### config.mk
export PLATFORM = sky130hd
export DESIGN_NAME = phase_sequencer
export DESIGN_NICKNAME = d
export VERILOG_FILES = /design/src/rtl/phase_sequencer.sv
export SDC_FILE = /design/constraint.sdc
export NUM_CORES = 1
export LEC_CHECK = 0
export BUFFER_PORTS_ARGS = -buffer_cell sky130_fd_sc_hd__buf_2
export CAP_MARGIN = 15
export CORE_MARGIN = 2
export CORE_UTILIZATION = 30
export DETAILED_ROUTE_END_ITERATION = 10
export PLACE_DENSITY_LB_ADDON = 0.08
export SYNTH_ARGS = -nofsm -noshare
export SYNTH_HDL_FRONTEND = slang
export SYNTH_SLANG_ARGS = --single-unit
export TNS_END_PERCENT = 1
### constraint.sdc
create_clock -name i_CLOCK -period 2.47 [get_ports i_CLOCK]
set_input_delay 0.1235 -clock i_CLOCK [delete_from_list [all_inputs] [get_ports i_CLOCK]]
set_output_delay 0.1235 -clock i_CLOCK [all_outputs]
set_load 0.05 [all_outputs]
### src/rtl/phase_sequencer.sv
// ============================================================================
// Module   : phase_sequencer
// Brief    : CPU phase sequencer. Steps through FETCH/STACK/OPER and emits
//            one-clock X/Y/Z strobes. Supports run/halt, memory-wait stall,
//            programmable phase length and a retired-instruction counter.
//            Optional single-step port enabled by the SEQ_SINGLESTEP_EN macro.
// Revision : 1.0 - initial release
// ============================================================================
`default_nettype none

module phase_sequencer #(
    parameter int PHASE_LEN = 2,
    parameter int CNT_W     = 16
) (
    input  logic             i_CLOCK,
    input  logic             i_RESETN,
    input  logic             i_RUN,
    input  logic             i_HALT,
    input  logic             i_STALL,
`ifdef SEQ_SINGLESTEP_EN
    input  logic             i_STEP,
`endif
    output logic             o_CYCLEX,
    output logic             o_CYCLEY,
    output logic             o_CYCLEZ,
    output logic [1:0]       o_STATE,
    output logic             o_BUSY,
    output logic [CNT_W-1:0] o_INSTRET
);

    localparam int            DW         = (PHASE_LEN > 1) ? $clog2(PHASE_LEN) : 1;
    localparam logic [DW-1:0] DWELL_LAST = DW'(PHASE_LEN - 1);

    typedef enum logic [1:0] {
        S_IDLE  = 2'd0,
        S_FETCH = 2'd1,
        S_STACK = 2'd2,
        S_OPER  = 2'd3
    } state_t;

    state_t           state_q,     state_d;
    logic [DW-1:0]    dwell_q,     dwell_d;
    logic             halt_pend_q, halt_pend_d;
    logic [CNT_W-1:0] instret_q,   instret_d;
    logic             w_strobe;
    logic             w_start;
    logic             w_single;

    // Strobe is a pure AND of registered state and the live stall input.
    assign w_strobe = (state_q != S_IDLE) && (dwell_q == DWELL_LAST) && !i_STALL;

`ifdef SEQ_SINGLESTEP_EN
    assign w_single = i_STEP && !i_HALT;
    assign w_start  = (i_RUN || i_STEP) && !i_HALT;
`else
    assign w_single = 1'b0;
    assign w_start  = i_RUN && !i_HALT;
`endif

    always_comb begin
        state_d     = state_q;
        dwell_d     = dwell_q;
        halt_pend_d = halt_pend_q;
        instret_d   = instret_q;

        if (state_q == S_IDLE) begin
            dwell_d     = '0;
            halt_pend_d = 1'b0;
            if (w_start) begin
                state_d     = S_FETCH;
                halt_pend_d = w_single;
            end
        end else begin
            if (i_HALT) begin
                halt_pend_d = 1'b1;
            end
            if (w_strobe) begin
                dwell_d = '0;
                if (state_q == S_FETCH) begin
                    state_d = S_STACK;
                end else if (state_q == S_STACK) begin
                    state_d = S_OPER;
                end else begin
                    instret_d = instret_q + CNT_W'(1);
                    if (halt_pend_q || i_HALT) begin
                        state_d     = S_IDLE;
                        halt_pend_d = 1'b0;
                    end else begin
                        state_d = S_FETCH;
                    end
                end
            end else if (!i_STALL) begin
                dwell_d = dwell_q + DW'(1);
            end
        end
    end

    always_ff @(posedge i_CLOCK or negedge i_RESETN) begin
        if (!i_RESETN) begin
            state_q     <= S_IDLE;
            dwell_q     <= '0;
            halt_pend_q <= 1'b0;
            instret_q   <= '0;
        end else begin
            state_q     <= state_d;
            dwell_q     <= dwell_d;
            halt_pend_q <= halt_pend_d;
            instret_q   <= instret_d;
        end
    end

    assign o_CYCLEX  = w_strobe && (state_q == S_FETCH);
    assign o_CYCLEY  = w_strobe && (state_q == S_STACK);
    assign o_CYCLEZ  = w_strobe && (state_q == S_OPER);
    assign o_STATE   = state_q;
    assign o_BUSY    = (state_q != S_IDLE);
    assign o_INSTRET = instret_q;

endmodule

`default_nettype wire

==> metrics, run 1 <==
kind of end point of the critical path=flop; post-synthesis register bit count=20; total count of hold-check failures in the final report=0; fraction of final layout cells with drive strength greater than 1=a little under a third; worst-path maximum fanout=8; cell type contributing the most total cell area after synthesis=sky130_fd_sc_hd__dfrtp_1; fraction of power consumed by combinational cells=about 44%; CTS tree=done; sequential element share of the synthesized area=approximately 49%; Core Rows=21; H-tree Lvls=1; residual antenna-violating net count after detailed routing=0; total wire length=1.94 mm; normalized max-slew margin=~69%; Residual DRC=0; number of vias after detailed routing=711; net switching fraction of the power=between 40 and 50%; count of flip-flops with a built-in enable after synthesis=0; hold path endpoint=dwell_q; half-perimeter wire length after detailed placement=1.47 mm; sum of negative setup slack=0 ps; post_cts resized=0; Longest Clk Path Bufs=2; internal reg-to-reg setup slack=240 ps; Chip Width=62.1 microns; global-route usage over all layers=a little under an eighth; hold buffers post-CTS=1; clock latency on the worst-skew pair=300 ps; minimum clock period=roughly 2200 ps; setup clock skew after layout=roughly 7.2 ps; effective utilization at floorplan=30.9%; count of buffers added by post-CTS timing repair for setup=0; Yosys warning total=0; Final period util=90.3%; Clock Pin Slew Worst Setup and Hold Paths=120 ps; required time at the endpoint of the critical path=about 2700 ps; number of distinct library cells after synthesis=24; Die ar.=roughly 3900 sq um; WL per Instance=around 12 microns; post-synthesis instance area=1010 sq um; most instantiated flip-flop cell in the synthesis netlist=sky130_fd_sc_hd__dfrtp_1; hold_sp=i_STALL; final count of negative-setup-slack endpoints=0; Post-Syn Instances=93; Post-Syn Area per Cell=10.9 sq um; synthesized netlist net count=103; net switching component of the power=about 0.00053 W; antenna violations before repair=0; Final Max Slew Viols=0; part of the power in the clock network=about 17%; overflow left after global routing=0; power density over cell area=940 nW/um^2; Worst Path Arrival=approximately 2400 ps; first drt pass iteration count=4; status=complete, no violations; # clock sinks=20; area growth from synthesis to layout=20.7%; leakage power of the design=around 0.62 nW; sequential group share of total power=39.4%; worst hold path stage count=3; DRT iter0 DRCs=17; CTS root buffer=sky130_fd_sc_hd__clkbuf_4; Post-layout nets=132; depth of the worst register-to-register path=6; upper clock frequency limit=448 MHz; setup repair after global routing missed its margin=no; Critical Path Source Type=flop; Top Ports=27; share of the synthesized area in the top cell type=49.4%; class of the most critical setup path=flop to flop; max-capacitance violation count=0; transition at the pin with the smallest max-transition slack=465 ps; top cells by area in the synthesized netlist=sky130_fd_sc_hd__dfrtp_1 (49%), sky130_fd_sc_hd__xnor2_1 (9.5%), sky130_fd_sc_hd__ha_1 (6.2%); first-pass GRT wire length=~3.5 mm; most numerous cell in the Yosys netlist=sky130_fd_sc_hd__dfrtp_1; floorplan die height=62.1 microns; type of the tightest min-delay check=input port to flop; Int Power=~0.00062 W; GPL Wtd Cong=about 0.71; pin count of the biggest net entering global routing=21; # port buffers=26; core footprint=approximately 3300 sq um; worst hold slack across all endpoints=113 ps; Reg2Reg Launch Point=o_STATE[1]; via count of the first global-routing pass=773; Max IR drop VDD=0.375 mV; commonest cells in the synthesized netlist=sky130_fd_sc_hd__dfrtp_1 (20), sky130_fd_sc_hd__nand2_1 (13), sky130_fd_sc_hd__xnor2_1 (11); post-layout total power=between 0.001 and 0.0015 W; number of antenna diodes=0; number of vias per cell=4.26; share of async-settable or async-resettable flops after synthesis=between 90% and 100%; endpoint of the worst-slack reg-to-reg timing path=o_INSTRET[12]; clock buffers created by TritonCTS=3
-- worst max-delay path by stage --
stage,startpoint,endpoint,slack [ps],cells after the start
after floorplan,o_STATE[0],o_INSTRET[12],90,8
after global placement,o_STATE[0],o_INSTRET[12],310,6
after detailed placement,o_STATE[1],o_INSTRET[12],270,6
after CTS,o_STATE[1],o_INSTRET[12],200,6
after global routing,o_STATE[1],o_INSTRET[12],90,6
final,o_STATE[1],o_INSTRET[12],240,6
-- kinds of logic (layout without fill, tap and decap cells) --
kind of cell | count (synthesis) | count (layout) | share of synthesized area (%)
adder cells (fa/ha/maj) | 5 | 5 | 6.17
flip-flops | 20 | 20 | 49.4
AO/OA/AOI/OAI | 4 | 4 | 2.47
XOR/XNOR | 16 | 16 | 13.8
buffers and inverters | 7 | 35 | 4.07
AND/OR/NAND/NOR | 41 | 41 | 24.1
-- power by group through the flow --
stage               Clock [W]  Combinational, W  Sequential (W)
global placement            0          0.000514        0.000457
CTS                  0.000202          0.000512        0.000454
floorplan                   0          0.000266        0.000603
detailed placement          0          0.000507        0.000461
global route         0.000223          0.000551        0.000464
finish               0.000192          0.000505        0.000453
-- sequential cells by signal, indices dropped and copies added (netlist names) --
| signal | cells |
|---|---|
| dwell_q | 1 |
| halt_pend_q | 1 |
| o_INSTRET | 16 |
| o_STATE | 2 |
-- cell type report --
class	count	area, sq um
fillers	336	2060
flip-flops and latches	20	503
repair buffers	27	140
well taps	46	57.6
inverters	4	15.0
multi-input cells	66	472
clock buffers	4	36.3
-- through the flow --
stage,instances,instance area (sq um),util (%),setup slack [ps]
after global placement,162,1180,35.8,311
after floorplan,93,1020,-,87.1
final,167,1220,37.3,239
after CTS,167,1220,37.3,201
after global routing,167,1220,37.3,86.1
after detailed placement,162,1180,35.8,266
-- routing by layer --
layer | global-route usage, % | up-vias | wire, microns
met5 | 0 | - | 0
met4 | 5.00 | 0 | 0
met3 | 2.72 | 0 | 92
met2 | 17.9 | 18 | 936
met1 | 14.6 | 327 | 911
li1 | - | 366 | -
-- critical path, cell delays in order (launching register included) --
cell and delay (ps):
sky130_fd_sc_hd__dfrtp_2 430, sky130_fd_sc_hd__inv_1 90, sky130_fd_sc_hd__ha_1 280, sky130_fd_sc_hd__or4b_4 610, sky130_fd_sc_hd__nor4_1 430, sky130_fd_sc_hd__nand3_1 150, sky130_fd_sc_hd__xnor2_1 140
-- placed cells by master (no fill, tap or decap), drive strengths merged --
| master | n |
|---|---|
| or3 | 1 |
| nand2 | 13 |
| and2 | 3 |
| xnor2 | 11 |
| o21ai | 2 |
| nand4 | 2 |
| and4 | 3 |
| buf | 26 |
| clkbuf | 4 |
| o221ai | 1 |
| nor4 | 2 |
| inv | 4 |
| nor2 | 6 |
| ha | 5 |
| dlygate4sd3 | 1 |
| xor2 | 5 |
| nor3 | 4 |
| nand3 | 4 |
| o22ai | 1 |
| nand2b | 2 |
| or4b | 1 |
| dfrtp | 20 |
Note: power is estimated with default switching activity, not from simulation.
==> run 2, diff against run 1 <==
--- a/config.mk
+++ b/config.mk
@@ -5,10 +5,11 @@
 export SDC_FILE = /design/constraint.sdc
 export NUM_CORES = 1
 export LEC_CHECK = 0
+export ABC_AREA = 1
 export BUFFER_PORTS_ARGS = -buffer_cell sky130_fd_sc_hd__buf_2
 export CAP_MARGIN = 15
 export CORE_MARGIN = 2
-export CORE_UTILIZATION = 30
+export CORE_UTILIZATION = 52
 export DETAILED_ROUTE_END_ITERATION = 10
 export PLACE_DENSITY_LB_ADDON = 0.08
 export SYNTH_ARGS = -nofsm -noshare
==> metrics, run 2 <==
sum of negative setup slack=0 ps; count of buffers added by post-CTS timing repair for setup=0; Post-Syn Area per Cell=8.24 sq um; Post-layout nets=181; Longest Clk Path Bufs=2; Die ar.=~2600 sq um; top cells by area in the synthesized netlist=sky130_fd_sc_hd__dfrtp_1 (44%), sky130_fd_sc_hd__nand2_1 (12%), sky130_fd_sc_hd__inv_1 (5.6%); largest stage delay on the critical path=440 ps; internal reg-to-reg setup slack=850 ps; GPL Wtd Cong=0.851; upper clock frequency limit=575 MHz; max-capacitance violation count=0; ordered list of cells on the worst path=inv_1 -> ha_1 -> inv_2 -> nand2_1 -> nor2_1 -> buf_2; global-route usage over all layers=19.4%; sequential element share of the synthesized area=43.7%; Clock Pin Slew Worst Setup and Hold Paths=100 ps; worst hold path stage count=2; type of the tightest min-delay check=input port to flop; number of vias after detailed routing=956; clock buffers created by TritonCTS=3; cell type contributing the most total cell area after synthesis=sky130_fd_sc_hd__dfrtp_1; fraction of final layout cells with drive strength greater than 1=between 20% and 30%; WL per Instance=10.6 microns; Critical Path Source Type=flop; half-perimeter wire length after detailed placement=~1.7 mm; M3 GR Usage=3.80%; leakage power of the design=0.726 nW; number of distinct library cells after synthesis=26; power density over cell area=877 nW/um^2; most frequent standard cell in the layout excluding fill and tap cells=sky130_fd_sc_hd__nand2_1; most numerous cell in the Yosys netlist=sky130_fd_sc_hd__nand2_1; transition at the pin with the smallest max-transition slack=444 ps; sequential group share of total power=about two fifths; status=complete, no violations; Core Rows=16; # clock sinks=20; share of the synthesized area in the top cell type=43.7%; overflow left after global routing=0; pin count of the biggest net entering global routing=21; Final period util=between 70% and 80%; count of flip-flops with a built-in enable after synthesis=0; net switching component of the power=0.000587 W; number of antenna diodes=0; net switching fraction of the power=between 40 and 50%; library cell contributing the largest single delay on the critical path=sky130_fd_sc_hd__dfrtp_1; post-layout instance area=roughly 1300 sq um; most used routing layer=met2; Area after DPL=~1300 sq um; post-synthesis register bit count=20; antenna violations before repair=0; fraction of power consumed by combinational cells=48.6%; Residual DRC=0; CTS tree=done; DRT iter0 DRCs=15; Yosys warning total=0; normalized max-slew margin=70.4%; depth of the worst register-to-register path=8; share of async-settable or async-resettable flops after synthesis=100%; worst hold slack across all endpoints=55.3 ps; met1 usage in global routing=25.0%; Post-Syn Instances=~140; Top Ports=27; total wire length=about 2.1 mm; setup clock skew after layout=2.59 ps; number of vias per cell=4.88; Int Power=0.000589 W; Chip Width=50.9 microns; setup repair after global routing missed its margin=no; total count of hold-check failures in the final report=0; Final Max Slew Viols=0; residual antenna-violating net count after detailed routing=0; first drt pass iteration count=4; commonest cells in the synthesized netlist=sky130_fd_sc_hd__nand2_1 (37), sky130_fd_sc_hd__dfrtp_1 (20), sky130_fd_sc_hd__inv_1 (17); final count of negative-setup-slack endpoints=0; part of the power in the clock network=12.5%; # port buffers=26; minimum clock period=between 1500 and 2000 ps; synthesized netlist net count=149; floorplan die height=50.9 microns; first-pass GRT wire length=3.81 mm; post_cts resized=0; GR met2 Demand/Resource=32.3%; post-synthesis instance area=1140 sq um; most instantiated flip-flop cell in the synthesis netlist=sky130_fd_sc_hd__dfrtp_1; kind of end point of the critical path=primary output; required time at the endpoint of the critical path=2350 ps; effective utilization at floorplan=between 50% and 60%; Max IR drop VDD=0.869 mV; via count of the first global-routing pass=906; core footprint=2020 sq um; Fill cells=177; worst-path maximum fanout=6; CTS root buffer=sky130_fd_sc_hd__clkbuf_4; number of flip-flops in the largest register=16; area growth from synthesis to layout=17.2%; hold buffers post-CTS=1; class of the most critical setup path=flop to primary output; leading cell types in the layout, fill and taps excluded=sky130_fd_sc_hd__nand2_1 (37), sky130_fd_sc_hd__buf_2 (26), sky130_fd_sc_hd__dfrtp_1 (20); dpl ws=854 ps; Worst Path Arrival=around 1600 ps; H-tree Lvls=1; clock latency on the worst-skew pair=290 ps; Worst Slack Setup Final=732 ps
[run 2: cell type report]
type | instances | area (sq um) | share of cell area, %
inverters | 20 | 76.3 | 5.69
multi-input cells | 99 | 568 | 42.4
repair buffers | 27 | 140 | 10.4
well taps | 27 | 33.8 | 2.52
flip-flops and latches | 20 | 500 | 37.3
clock buffers | 3 | 22.5 | 1.68
[run 2: per-layer routing]
layer	vias up	routed length, microns	share of wire, %
li1	497	-	-
met1	438	988	48
met2	19	972	47
met3	2	97	4.7
met4	0	15	0.72
met5	-	0	0
[run 2: per-stage QoR]
stage	total power (W)	cells	utilization, %
finish	0.00118	196	66.3
global route	0.00127	196	66.3
CTS	0.00119	196	66.3
detailed placement	0.00104	192	64.7
global placement	0.00102	192	64.7
floorplan	0.000909	139	-
[run 2: worst paths after layout]
kind / start / end
max: o_STATE[1] / o_CYCLEY
min: i_STALL / dwell_q
max reg2reg: o_STATE[1] / o_INSTRET[10]
min reg2reg: o_INSTRET[4] / o_INSTRET[4]
max in group asynchronous: i_RESETN / o_STATE[0]
min in group asynchronous: i_RESETN / o_INSTRET[6]
[run 2: power groups by stage]
stage	Combinational, W	Clock [W]	Sequential [W]
3_3_place_gp	0.000564	0	0.000458
6_report	0.000571	0.000147	0.000458
3_5_place_dp	0.000577	0	0.000464
4_1_cts	0.000579	0.000156	0.000457
5_1_grt	0.000637	0.000166	0.000469
2_1_floorplan	0.000293	0	0.000616
[run 2: critical path, delay by kind of cell, from the launching register on]
family / cells / cell delay (ps)
AND/OR/NAND/NOR: 2 / 200
adder cells (fa/ha/maj): 1 / 200
flip-flops: 1 / 440
buffers and inverters: 3 / 470
[run 2: kinds of logic after synthesis]
family	Yosys count	synth area share, %
adder cells (fa/ha/maj)	5	5.46
flip-flops	20	43.7
AO/OA/AOI/OAI	8	3.82
XOR/XNOR	8	6.12
buffers and inverters	20	6.67
AND/OR/NAND/NOR	78	34.2
==> run 3, diff against run 2 <==
==> constraint.sdc (replaced) <==
create_clock -name i_CLOCK -period 1.6 [get_ports i_CLOCK]
set_input_delay 0.08 -clock i_CLOCK [delete_from_list [all_inputs] [get_ports i_CLOCK]]
set_output_delay 0.08 -clock i_CLOCK [all_outputs]
set_load 0.05 [all_outputs]
==> metrics, run 3 (synthesis gave the netlist of run 2 again) <==
status=complete, no violations; GPL Wtd Cong=between 0.8 and 0.9; H-tree Lvls=1; sum of negative setup slack=0 ps; Int Power=0.00104 W; Post-layout nets=between 150 and 200; floorplan die height=50.9 microns; Fill cells=~170; fraction of power consumed by combinational cells=53.9%; number of vias per cell=4.91; Worst Path Arrival=1460 ps; core footprint=2020 sq um; power density over cell area=1410 nW/um^2; minimum clock period=1540 ps; total wire length=2.32 mm; # clock sinks=20; half-perimeter wire length after detailed placement=1.78 mm; DRT iter0 DRCs=10; largest stage delay on the critical path=approximately 430 ps; transition at the pin with the smallest max-transition slack=between 400 and 500 ps; Longest Clk Path Bufs=2; net switching component of the power=0.00102 W; clock buffers created by TritonCTS=3; normalized max-slew margin=71.0%; max-capacitance violation count=0; pin count of the biggest net entering global routing=21; leading cell types in the layout, fill and taps excluded=sky130_fd_sc_hd__nand2_1 (36), sky130_fd_sc_hd__buf_2 (23), sky130_fd_sc_hd__dfrtp_1 (18); sequential group share of total power=34.4%; antenna violations before repair=0; overflow left after global routing=0; setup clock skew after layout=a little over 6 ps; global-route usage over all layers=between 20 and 25%; Chip Width=50.9 microns; most frequent standard cell in the layout excluding fill and tap cells=sky130_fd_sc_hd__nand2_1; effective utilization at floorplan=56.6%; worst-path maximum fanout=6; leakage power of the design=0.757 nW; Core Rows=16; net switching fraction of the power=between 40% and 50%; final count of negative-setup-slack endpoints=0; Max IR drop VDD=1.20 mV; setup repair after global routing missed its margin=yes; kind of end point of the critical path=primary output; area growth from synthesis to layout=28.1%; required time at the endpoint of the critical path=between 1500 and 2000 ps; WL per Instance=11.5 microns; CTS tree=done; first-pass GRT wire length=3.98 mm; Die ar.=2590 sq um; ordered list of cells on the worst path=inv_4 -> ha_4 -> inv_6 -> nand2_4 -> buf_6 -> nor2_4 -> buf_8; Critical Path Source Type=flop; class of the most critical setup path=flop to primary output; residual antenna-violating net count after detailed routing=0; total count of hold-check failures in the final report=0; first drt pass iteration count=4; Worst Slack Setup Final=59.5 ps; clock latency on the worst-skew pair=slightly below 300 ps; dpl ws=88.3 ps; post-layout total power=a little over 0.002 W; library cell contributing the largest single delay on the critical path=sky130_fd_sc_hd__dfrtp_2; # port buffers=26; number of vias after detailed routing=992; Top Ports=27; number of flip-flops in the largest register=16; part of the power in the clock network=about an eighth; Clock Pin Slew Worst Setup and Hold Paths=between 100 and 150 ps; CTS root buffer=sky130_fd_sc_hd__clkbuf_4; number of antenna diodes=0; via count of the first global-routing pass=909; fraction of final layout cells with drive strength greater than 1=between 30% and 40%; type of the tightest min-delay check=input port to flop; Final Max Slew Viols=0; Final period util=a little over nine tenths; upper clock frequency limit=649 MHz; Residual DRC=0
run 3: cell count changes in the layout (fill, tap and decap cells not counted), moves of 2 or more:
cell	previous run	this run
sky130_fd_sc_hd__buf_2	26	23
sky130_fd_sc_hd__nor2_4	1	4
sky130_fd_sc_hd__inv_1	17	14
sky130_fd_sc_hd__buf_4	0	3
sky130_fd_sc_hd__dfrtp_1	20	18
sky130_fd_sc_hd__nor2_1	13	9
sky130_fd_sc_hd__dfrtp_2	0	2
sky130_fd_sc_hd__buf_6	0	3
run 3: cell type report:
class	count	area (sq um)	share of cell area [%]
clock buffers	4	26.3	1.79
inverters	20	83.8	5.72
multi-input cells	99	613	41.8
flip-flops and latches	20	503	34.3
well taps	27	33.8	2.30
repair buffers	32	206	14.1
run 3: critical path: cells and delay by family, from the launching register on:
| kind | cells | cell delay (ps) |
|---|---|---|
| adder cells (fa/ha/maj) | 1 | 170 |
| buffers and inverters | 4 | 420 |
| flip-flops | 1 | 430 |
| AND/OR/NAND/NOR | 2 | 140 |
run 3: metal layers:
layer	vias to the layer above	track usage (%)	wire [microns]
met1	446	27.1	1110
met2	27	33.5	1100
li1	512	-	-
met5	-	0	0
met4	0	6.76	23
met3	7	2.63	82
run 3: worst paths after layout:
kind	slack (ps)	cells after the start	to	startpoint
worst max-delay path	60	7	o_CYCLEY	o_STATE[0]
worst min-delay path	170	4	o_STATE[1]	i_RUN
worst max register to register	110	8	o_INSTRET[15]	o_STATE[0]
worst min register to register	520	1	o_INSTRET[4]	o_INSTRET[4]
max in group asynchronous	1030	2	o_STATE[0]	i_RESETN
min in group asynchronous	240	2	dwell_q	i_RESETN
run 3: repair_timing:
| item | CTS | global route |
|---|---|---|
| buffers inserted | 1 | 2 |
| hold buffers | 2 | 0 |
| setup endpoints to repair | 3 | 7 |
| gates resized for setup | 5 | 6 |
| hold endpoints to repair | 21 | 0 |
| pin swaps | 0 | 1 |
run 3: power by group through the flow:
stage	Clock (W)	Combinational [W]	Sequential, W
after floorplan	0	0.000558	0.000961
after global placement	0	0.000992	0.000718
after detailed placement	0	0.00102	0.000727
after CTS	0.000250	0.00107	0.000704
after global routing	0.000270	0.00120	0.000724
final	0.000241	0.00111	0.000710
run 3: stage by stage:
| step | util (%) | instances | area [sq um] | hold slack [ps] |
|---|---|---|---|---|
| detailed placement | 67.3 | 193 | 1360 | 47.7 |
| global placement | 67.3 | 193 | 1360 | 47.2 |
| finish | 72.5 | 202 | 1470 | 170 |
| floorplan | - | 139 | 1190 | -216 |
| CTS | 70.7 | 200 | 1430 | 168 |
| global route | 72.5 | 202 | 1470 | 191 |
